[config.mk]
export PLATFORM = sky130hd
export DESIGN_NAME = core_rf_wport_arb
export DESIGN_NICKNAME = d
export VERILOG_FILES = /design/src/rtl/core_rf_wport_arb.sv
export SDC_FILE = /design/constraint.sdc
export NUM_CORES = 1
export LEC_CHECK = 0
export ABC_AREA = 0
export BUFFER_PORTS_ARGS = -buffer_cell sky130_fd_sc_hd__buf_2
export CAP_MARGIN = 20
export CORE_MARGIN = 3
export CORE_UTILIZATION = 54
export DETAILED_ROUTE_END_ITERATION = 16
export GPL_ROUTABILITY_DRIVEN = 1
export HOLD_SLACK_MARGIN = 0.08
export PLACE_DENSITY = 0.85
export SLEW_MARGIN = 20
export SYNTH_ARGS = -nofsm -noshare
export SYNTH_HDL_FRONTEND = slang
export SYNTH_SLANG_ARGS = --single-unit
[constraint.sdc]
create_clock -name clk -period 4.8 [get_ports clk]
set_input_delay 0.24 -clock clk [delete_from_list [all_inputs] [get_ports clk]]
set_output_delay 0.24 -clock clk [all_outputs]
set_load 0.005 [all_outputs]
[src/rtl/core_rf_wport_arb.sv]
// Round-robin arbiter/sequencer for the single register-file write port.
// Holds wen until done, discards x0 writes, and aborts a stuck write after TIMEOUT cycles.
module core_rf_wport_arb #(
    parameter int unsigned NREQ    = 3,
    parameter int unsigned TIMEOUT = 15
) (
    input  logic               clk,
    input  logic               rst_n,
    input  logic [NREQ-1:0]    req_valid,
    input  logic [NREQ*5-1:0]  req_addr,
    input  logic [NREQ*32-1:0] req_data,
    output logic [NREQ-1:0]    req_ready,
    output logic               reg_wen,
    output logic [4:0]         reg_addr,
    output logic [31:0]        reg_din,
    input  logic               reg_done,
    output logic               busy,
    output logic               err_timeout,
    input  logic               err_clr
);

    localparam int unsigned GW = (NREQ > 1) ? $clog2(NREQ) : 1;

    typedef enum logic [1:0] {StIdle, StIssue, StDone} state_e;

    state_e            state_q, state_d;
    logic [GW-1:0]     last_q, last_d;
    logic [7:0]        cnt_q, cnt_d;
    logic              wen_q, wen_d;
    logic [4:0]        addr_q, addr_d;
    logic [31:0]       din_q, din_d;
    logic [NREQ-1:0]   ready_q, ready_d;
    logic              err_q, err_d;

    logic [GW-1:0]     grant;
    logic              grant_vld;
    logic [4:0]        sel_addr;
    logic [31:0]       sel_data;
    int unsigned       idx;

    // Search starts one past the last grant and wraps, so index 0 wins first after reset.
    always_comb begin
        grant     = '0;
        grant_vld = 1'b0;
        sel_addr  = '0;
        sel_data  = '0;
        idx       = 0;
        for (int unsigned off = 1; off <= NREQ; off++) begin
            idx = (32'(last_q) + off) % NREQ;
            for (int unsigned i = 0; i < NREQ; i++) begin
                if (!grant_vld && (i == idx) && req_valid[i]) begin
                    grant_vld = 1'b1;
                    grant     = GW'(i);
                    sel_addr  = req_addr[5*i +: 5];
                    sel_data  = req_data[32*i +: 32];
                end
            end
        end
    end

    always_comb begin
        state_d = state_q;
        last_d  = last_q;
        cnt_d   = cnt_q;
        wen_d   = wen_q;
        addr_d  = addr_q;
        din_d   = din_q;
        ready_d = '0;
        err_d   = err_clr ? 1'b0 : err_q;
        unique case (state_q)
            StIdle: begin
                if (grant_vld) begin
                    last_d = grant;
                    addr_d = sel_addr;
                    din_d  = sel_data;
                    if (sel_addr != 5'd0) begin
                        state_d = StIssue;
                        wen_d   = 1'b1;
                        cnt_d   = '0;
                    end else begin
                        state_d = StDone;
                        ready_d = NREQ'(1) << grant;
                    end
                end
            end
            StIssue: begin
                if (reg_done) begin
                    state_d = StDone;
                    wen_d   = 1'b0;
                    ready_d = NREQ'(1) << last_q;
                end else if (cnt_q == 8'(TIMEOUT - 1)) begin
                    state_d = StDone;
                    wen_d   = 1'b0;
                    ready_d = NREQ'(1) << last_q;
                    err_d   = 1'b1;
                end else begin
                    cnt_d = cnt_q + 8'd1;
                end
            end
            StDone: begin
                state_d = StIdle;
            end
            default: begin
                state_d = StIdle;
            end
        endcase
    end

    always_ff @(posedge clk or negedge rst_n) begin
        if (!rst_n) begin
            state_q <= StIdle;
            last_q  <= GW'(NREQ - 1);
            cnt_q   <= '0;
            wen_q   <= 1'b0;
            addr_q  <= '0;
            din_q   <= '0;
            ready_q <= '0;
            err_q   <= 1'b0;
        end else begin
            state_q <= state_d;
            last_q  <= last_d;
            cnt_q   <= cnt_d;
            wen_q   <= wen_d;
            addr_q  <= addr_d;
            din_q   <= din_d;
            ready_q <= ready_d;
            err_q   <= err_d;
        end
    end

    assign req_ready   = ready_q;
    assign reg_wen     = wen_q;
    assign reg_addr    = addr_q;
    assign reg_din     = din_q;
    assign busy        = (state_q != StIdle);
    assign err_timeout = err_q;

endmodule
Word-level counts from Yosys, hierarchy flattened
Cells that the tools add are included.
{"block": "op_classes", "n_shift": 2, "n_div": 3, "n_reduce_logical": 36, "add_sub_neg": 4, "muxes": 59, "eq_ne": 13}
{"cell": "$mux W32", "count": 9}
{"cell": "$eq A1 B32 Y1 const A", "count": 3}
{"cell": "$eq A2 B32 Y1 const A", "count": 3}
{"cell": "$logic_not A32 Y1", "count": 3}
{"cell": "$mod A32 B2 Y32 const B", "count": 3}
{"cell": "$mux W5", "count": 9}
{"cell": "$mux W8", "count": 4}
{"cell": "$mux W2", "count": 11}
{"cell": "$mux W1", "count": 18}
{"cell": "$logic_and A1 B1 Y1", "count": 17}
{"cell": "$pmux W8 S2", "count": 1}
{"cell": "$mux W3", "count": 4}
{"cell": "$add A8 B1 Y8 const B", "count": 1}
{"cell": "$eq A8 B4 Y1 const B", "count": 1}
{"cell": "$logic_not A1 Y1", "count": 8}
{"cell": "$ne A2 B2 Y1 const B", "count": 4}
{"cell": "$add A2 B2 Y3 const B", "count": 2}
{"cell": "$pmux W3 S2", "count": 1}
{"cell": "$shl A1 B2 Y3 const A", "count": 2}
{"cell": "$reduce_and A5 Y1", "count": 1}
{"cell": "$reduce_bool A5 Y1", "count": 1}
{"cell": "$pmux W2 S2", "count": 1}
{"cell": "$reduce_and A2 Y1", "count": 2}
{"cell": "$reduce_and A4 Y1", "count": 1}
{"cell": "6 further kinds", "count": 7}
{"block": "word_totals", "reg_bits": 54, "word_cells": 125, "output_inout_bits": 43}

Logic depth before layout (Yosys ltp)
{"block": "logic_depth", "word_depth": 41, "ltp_mapped": 12, "mapped_depth_nobuf": 9}

Worst setup path after synthesis
No wires, ideal clock.
{"block": "synth_timing", "path_type": "register -> register", "from": "register last_q[1]", "to": "register ready_q[0] (netlist: req_ready[0])", "n_path_buf": 1, "stages_incl_launch_ff": 11, "path_slack_ps": 1991, "arrival_ps": 2717, "period_less_slack_ps": 2809, "setup_ps": 92, "path_cell_list": "dfstp_2 -> inv_1 -> ha_1 -> buf_2 -> or3b_4 -> a2111oi_4 -> a2bb2oi_1 -> o22a_1 -> a22oi_4 -> nand3_2 -> o31ai_2"}
{"block": "synth_via", "elab_chain_cells": 41, "elab_cells_between_ends": 74, "classes_between": "3 x add/sub; 3 x div; 6 x eq/ne; 2 x shift; 31 x mux; 29 x reduce/logical"}
{"item": "start, declared", "line": "27", "rtl": "logic [GW-1:0] last_q, last_d;"}
{"item": "start signal, assigned", "line": "112", "rtl": "last_q <= GW'(NREQ - 1);"}
{"item": "start signal, assigned", "line": "121", "rtl": "last_q <= last_d;"}
{"item": "$add A2 B1 Y3", "line": "49", "rtl": "idx = (32'(last_q) + off) % NREQ;"}
{"item": "$mod A32 B2 Y32", "line": "49"}
{"item": "$logic_not A32 Y1", "line": "51", "rtl": "if (!grant_vld && (i == idx) && req_valid[i]) begin"}
{"item": "$logic_and A1 B1 Y1", "line": "51"}
{"item": "$mux W1", "line": "51"}
{"item": "$logic_not A1 Y1", "line": "51"}
{"item": "$logic_and A1 B1 Y1 (2 in series)", "line": "51"}
{"item": "$mux W1", "line": "51"}
{"item": "[... 24 more ...]"}
{"item": "$logic_not A1 Y1", "line": "51"}
{"item": "$logic_and A1 B1 Y1 (2 in series)", "line": "51"}
{"item": "$mux W5 / $mux W2 (equally long branches)", "line": "51"}
{"item": "$reduce_bool A5 Y1 / $shl A1 B2 Y3 (equally long branches)", "line": "76, 82"}
{"item": "$mux W3", "line": "76", "rtl": "if (sel_addr != 5'd0) begin"}
{"item": "$mux W3", "line": "72", "rtl": "if (grant_vld) begin"}
{"item": "$pmux W3 S2 (*)", "line": "70", "rtl": "unique case (state_q)"}
{"item": "via ready_d[0]", "line": "32", "rtl": "logic [NREQ-1:0] ready_q, ready_d;"}
{"item": "end signal, assigned", "line": "126", "rtl": "ready_q <= ready_d;"}
{"item": "end, declared", "line": "32"}
Mark *: on every way through the listed nets, which the timed path passes. The rest lies on a longest branch.
A chain may end at the register's enable or synchronous reset.

Worst setup path after layout
{"block": "layout_timing", "from": "register last_q[1]", "to": "register ready_q[2] (netlist: req_ready[2])"}
Same word-level chain as after synthesis.

==> out/summary.txt <==
Syn Inst Count: 514
Crit share post-route: 0.765
Slew Limit Fails: 0
Area growth syn-to-layout: 22.0%
Simple-Gate Fraction of Synth Area: 0.187
Root Driver: clkbuf_8
Crit path time final: 3.67 ns
Worst setup margin: 1.13 ns
FF+latch count, synth: 54
Seq/Total Area, Yosys: 0.326
H-tree levels: 2
Number of synthesized flops with an enable pin: 0
Post-synth cell types: 67
Share of async-settable or async-resettable flops after synthesis: 1.00
CTS tree: built
HPWL Detailed: 10800 um
I/O Buffers: 160
CP required: 5.04 ns
Die area: 0.00877 mm^2
Leakage: 0.00226 uW
Yosys Warn Count: 0
ANT cells: 0
Worst hold path class: input port to register
Synth Area in Compound Gates: 0.391
First-pass GRT wire length: 23400 um
Remaining DRCs: 0
DP Worst Slack: 1.19 ns
Outcome: finished clean
Worst-Skew Late Latency: 0.32 ns
Largest family of logic cells by synthesized area: compound AO/OA/AOI/OAI gates
Post-Syn Area: 0.00415 mm^2
I/O pin count: 161
Crit path max fanout: 26
Die X: 93.6 um
Syn Nets: 639
Share of the synthesized area in the top cell type: 0.320
# Max-Cap Violations: 0
F_max: 0.272 GHz
Least-Margin Pin Slew: 0.922 ns
Unrepaired setup endpoints after global routing: false
Worst path slowest cell: nor3_4
Clk slew on worst S/H paths: 0.12 ns
Gr usage total: 0.335
Kind of critical path: register to register
Antenna-violating nets left: 0
CP max stage delay: 0.80 ns
Synth Area in Adders: 0.0211
Critical path arrival: 3.91 ns
Final setup fails: 0
Crit start category: register
Multiplexer share of the synthesized area: 0.0124
Via count: 5025
Total congestion overflow: 0
Crit path cell chain: inv_1 > ha_1 > nor2b_4 > nor3_4 > o21ai_1 > a2111o_1 > a211oi_4 > nand3_2 > o31ai_2
Site Rows: 31
Num CTS Buffers: 5
Layout Skew: 0.00946 ns
Final Hold Fails: 0
Relative slew margins: 0.383
Routed WL per cell: 20.0 um
Initial antenna violation count: 1
Layout cells sized above 1: 0.305
Xor/xnor share of the synthesized area: 0
Dominant cell type by area after synthesis: dfrtp_1
Tot Pwr: 3170 uW
Placeable Area: 0.00737 mm^2
Total Wirelength: 15000 um
Starting Density: 0.563
Routability cong.: 1.02
Die Ht: 93.6 um
VDD IR max: 343 uV
Setup crit end kind: register
Vias in the first global route: 4720
Finished Core Util: 0.686
Clock sink count: 54
Syn Area/Cell: 8.07 um^2
Pre-antenna DRT Iters: 10
Commonest non-fill, non-tap cell in the layout: buf_2
Setup TNS: 0 ns
DR iter-0 viols: 455
Largest net degree at the start of global routing: 39
Synth top area cells: dfrtp_1 32%, o21ai_0 9.7%, a222oi_1 4.6%, nand2_1 4.2%, nor2_1 4.0%
Vias per cell: 6.72
Top_reg_cell synth: dfrtp_1
Final Net Count: 773
Commonest cells after routing, fill and taps aside: 160 x buf_2, 79 x o21ai_0, 53 x dfrtp_1
Pwr per Cell Area: 627 mW/mm^2
CTS max path bufs: 2
through the flow:
stage,instance area [um^2],cells,hold slack [ns]
2_1_floorplan,4150,514,-0.0556
3_3_place_gp,4950,739,0.246
3_5_place_dp,4950,739,0.255
4_1_cts,5060,748,0.173
5_1_grt,5060,748,0.164
6_report,5060,748,0.173
layer usage:
metal	share of wire	vias to the layer above	routed length (um)	GRT usage
li1	-	2254	-	-
met1	0.37	2363	5590	0.425
met2	0.49	349	7370	0.567
met3	0.097	57	1450	0.0676
met4	0.036	2	537	0.116
met5	0.0012	-	18	0
cells in the mapped netlist (5+ instances only):
| master | n |
|---|---|
| o21ai_1 | 5 |
| a222oi_1 | 19 |
| o211ai_1 | 13 |
| o22ai_1 | 20 |
| nand2b_1 | 6 |
| nor2_1 | 44 |
| buf_2 | 8 |
| nor3_1 | 10 |
| a31oi_1 | 22 |
| dfrtp_1 | 53 |
| o21ai_0 | 80 |
| clkbuf_1 | 31 |
| nand3_1 | 14 |
| ha_1 | 7 |
| nand2_1 | 46 |
| inv_1 | 15 |
| nand3b_1 | 5 |
| a21oi_1 | 19 |
| a221oi_1 | 13 |
| o21a_1 | 5 |
critical path: cells and delay by family, from the launching register on:
| kind | cells | cell delay, ns |
|---|---|---|
| fa+ha+maj | 1 | 0.54 |
| simple gates | 3 | 1.17 |
| buf+inv | 1 | 0.08 |
| compound gates | 4 | 1.21 |
| flops | 1 | 0.58 |
final timing paths:
kind,from,endpoint,cells after the start,slack (ns)
min,req_data[61],reg_din[29]$_DFFE_PN0P_,3,0.17
min reg2reg,reg_din[18]$_DFFE_PN0P_,reg_din[18]$_DFFE_PN0P_,2,0.49
max in group asynchronous,rst_n,last_q[1]$_DFFE_PN1P_,3,3.50
max,last_q[1]$_DFFE_PN1P_,req_ready[2]$_DFF_PN0_,9,1.13
max reg2reg,last_q[1]$_DFFE_PN1P_,req_ready[2]$_DFF_PN0_,9,1.13
min in group asynchronous,rst_n,reg_addr[3]$_DFFE_PN0P_,2,0.42
cells by family (layout without fill, tap and decap cells):
group	count (synthesis)	after routing
and+or+nand+nor	154	154
muxes	5	5
AOI/OAI and AO/OA	235	235
adders and majority gates	7	7
DFF	54	54
buffers and inverters	59	194
where the power goes:
group / total, uW / internal [uW] / switching (uW)
sequential: 798 / 659 / 139
clock: 293 / 109 / 184
combinational: 2080 / 790 / 1290
final cells by class:
cell class	count	area (um^2)
Tap cell	99	124
Clock buffer	5	68.8
Sequential cell	54	1350
Fill cell	616	2310
Inverter	15	56.3
Multi-Input combinational cell	401	2540
Clock inverter	3	28.8
Timing Repair Buffer	171	886
what timing repair did:
action	4_1_cts	5_1_grt
buffers inserted	0	0
setup endpoints to repair	0	0
resized for setup	0	0
hold buffers	1	0
endpoints found under the hold margin	19	0
state kept, by name, indices dropped and copies added, names as in the netlist:
name / count
reg_wen: 1
reg_din: 32
cnt_q: 8
reg_addr: 5
err_timeout: 1
state_q: 2
last_q: 2
req_ready: 3
No activity file was read; power rests on OpenSTA's default activity.
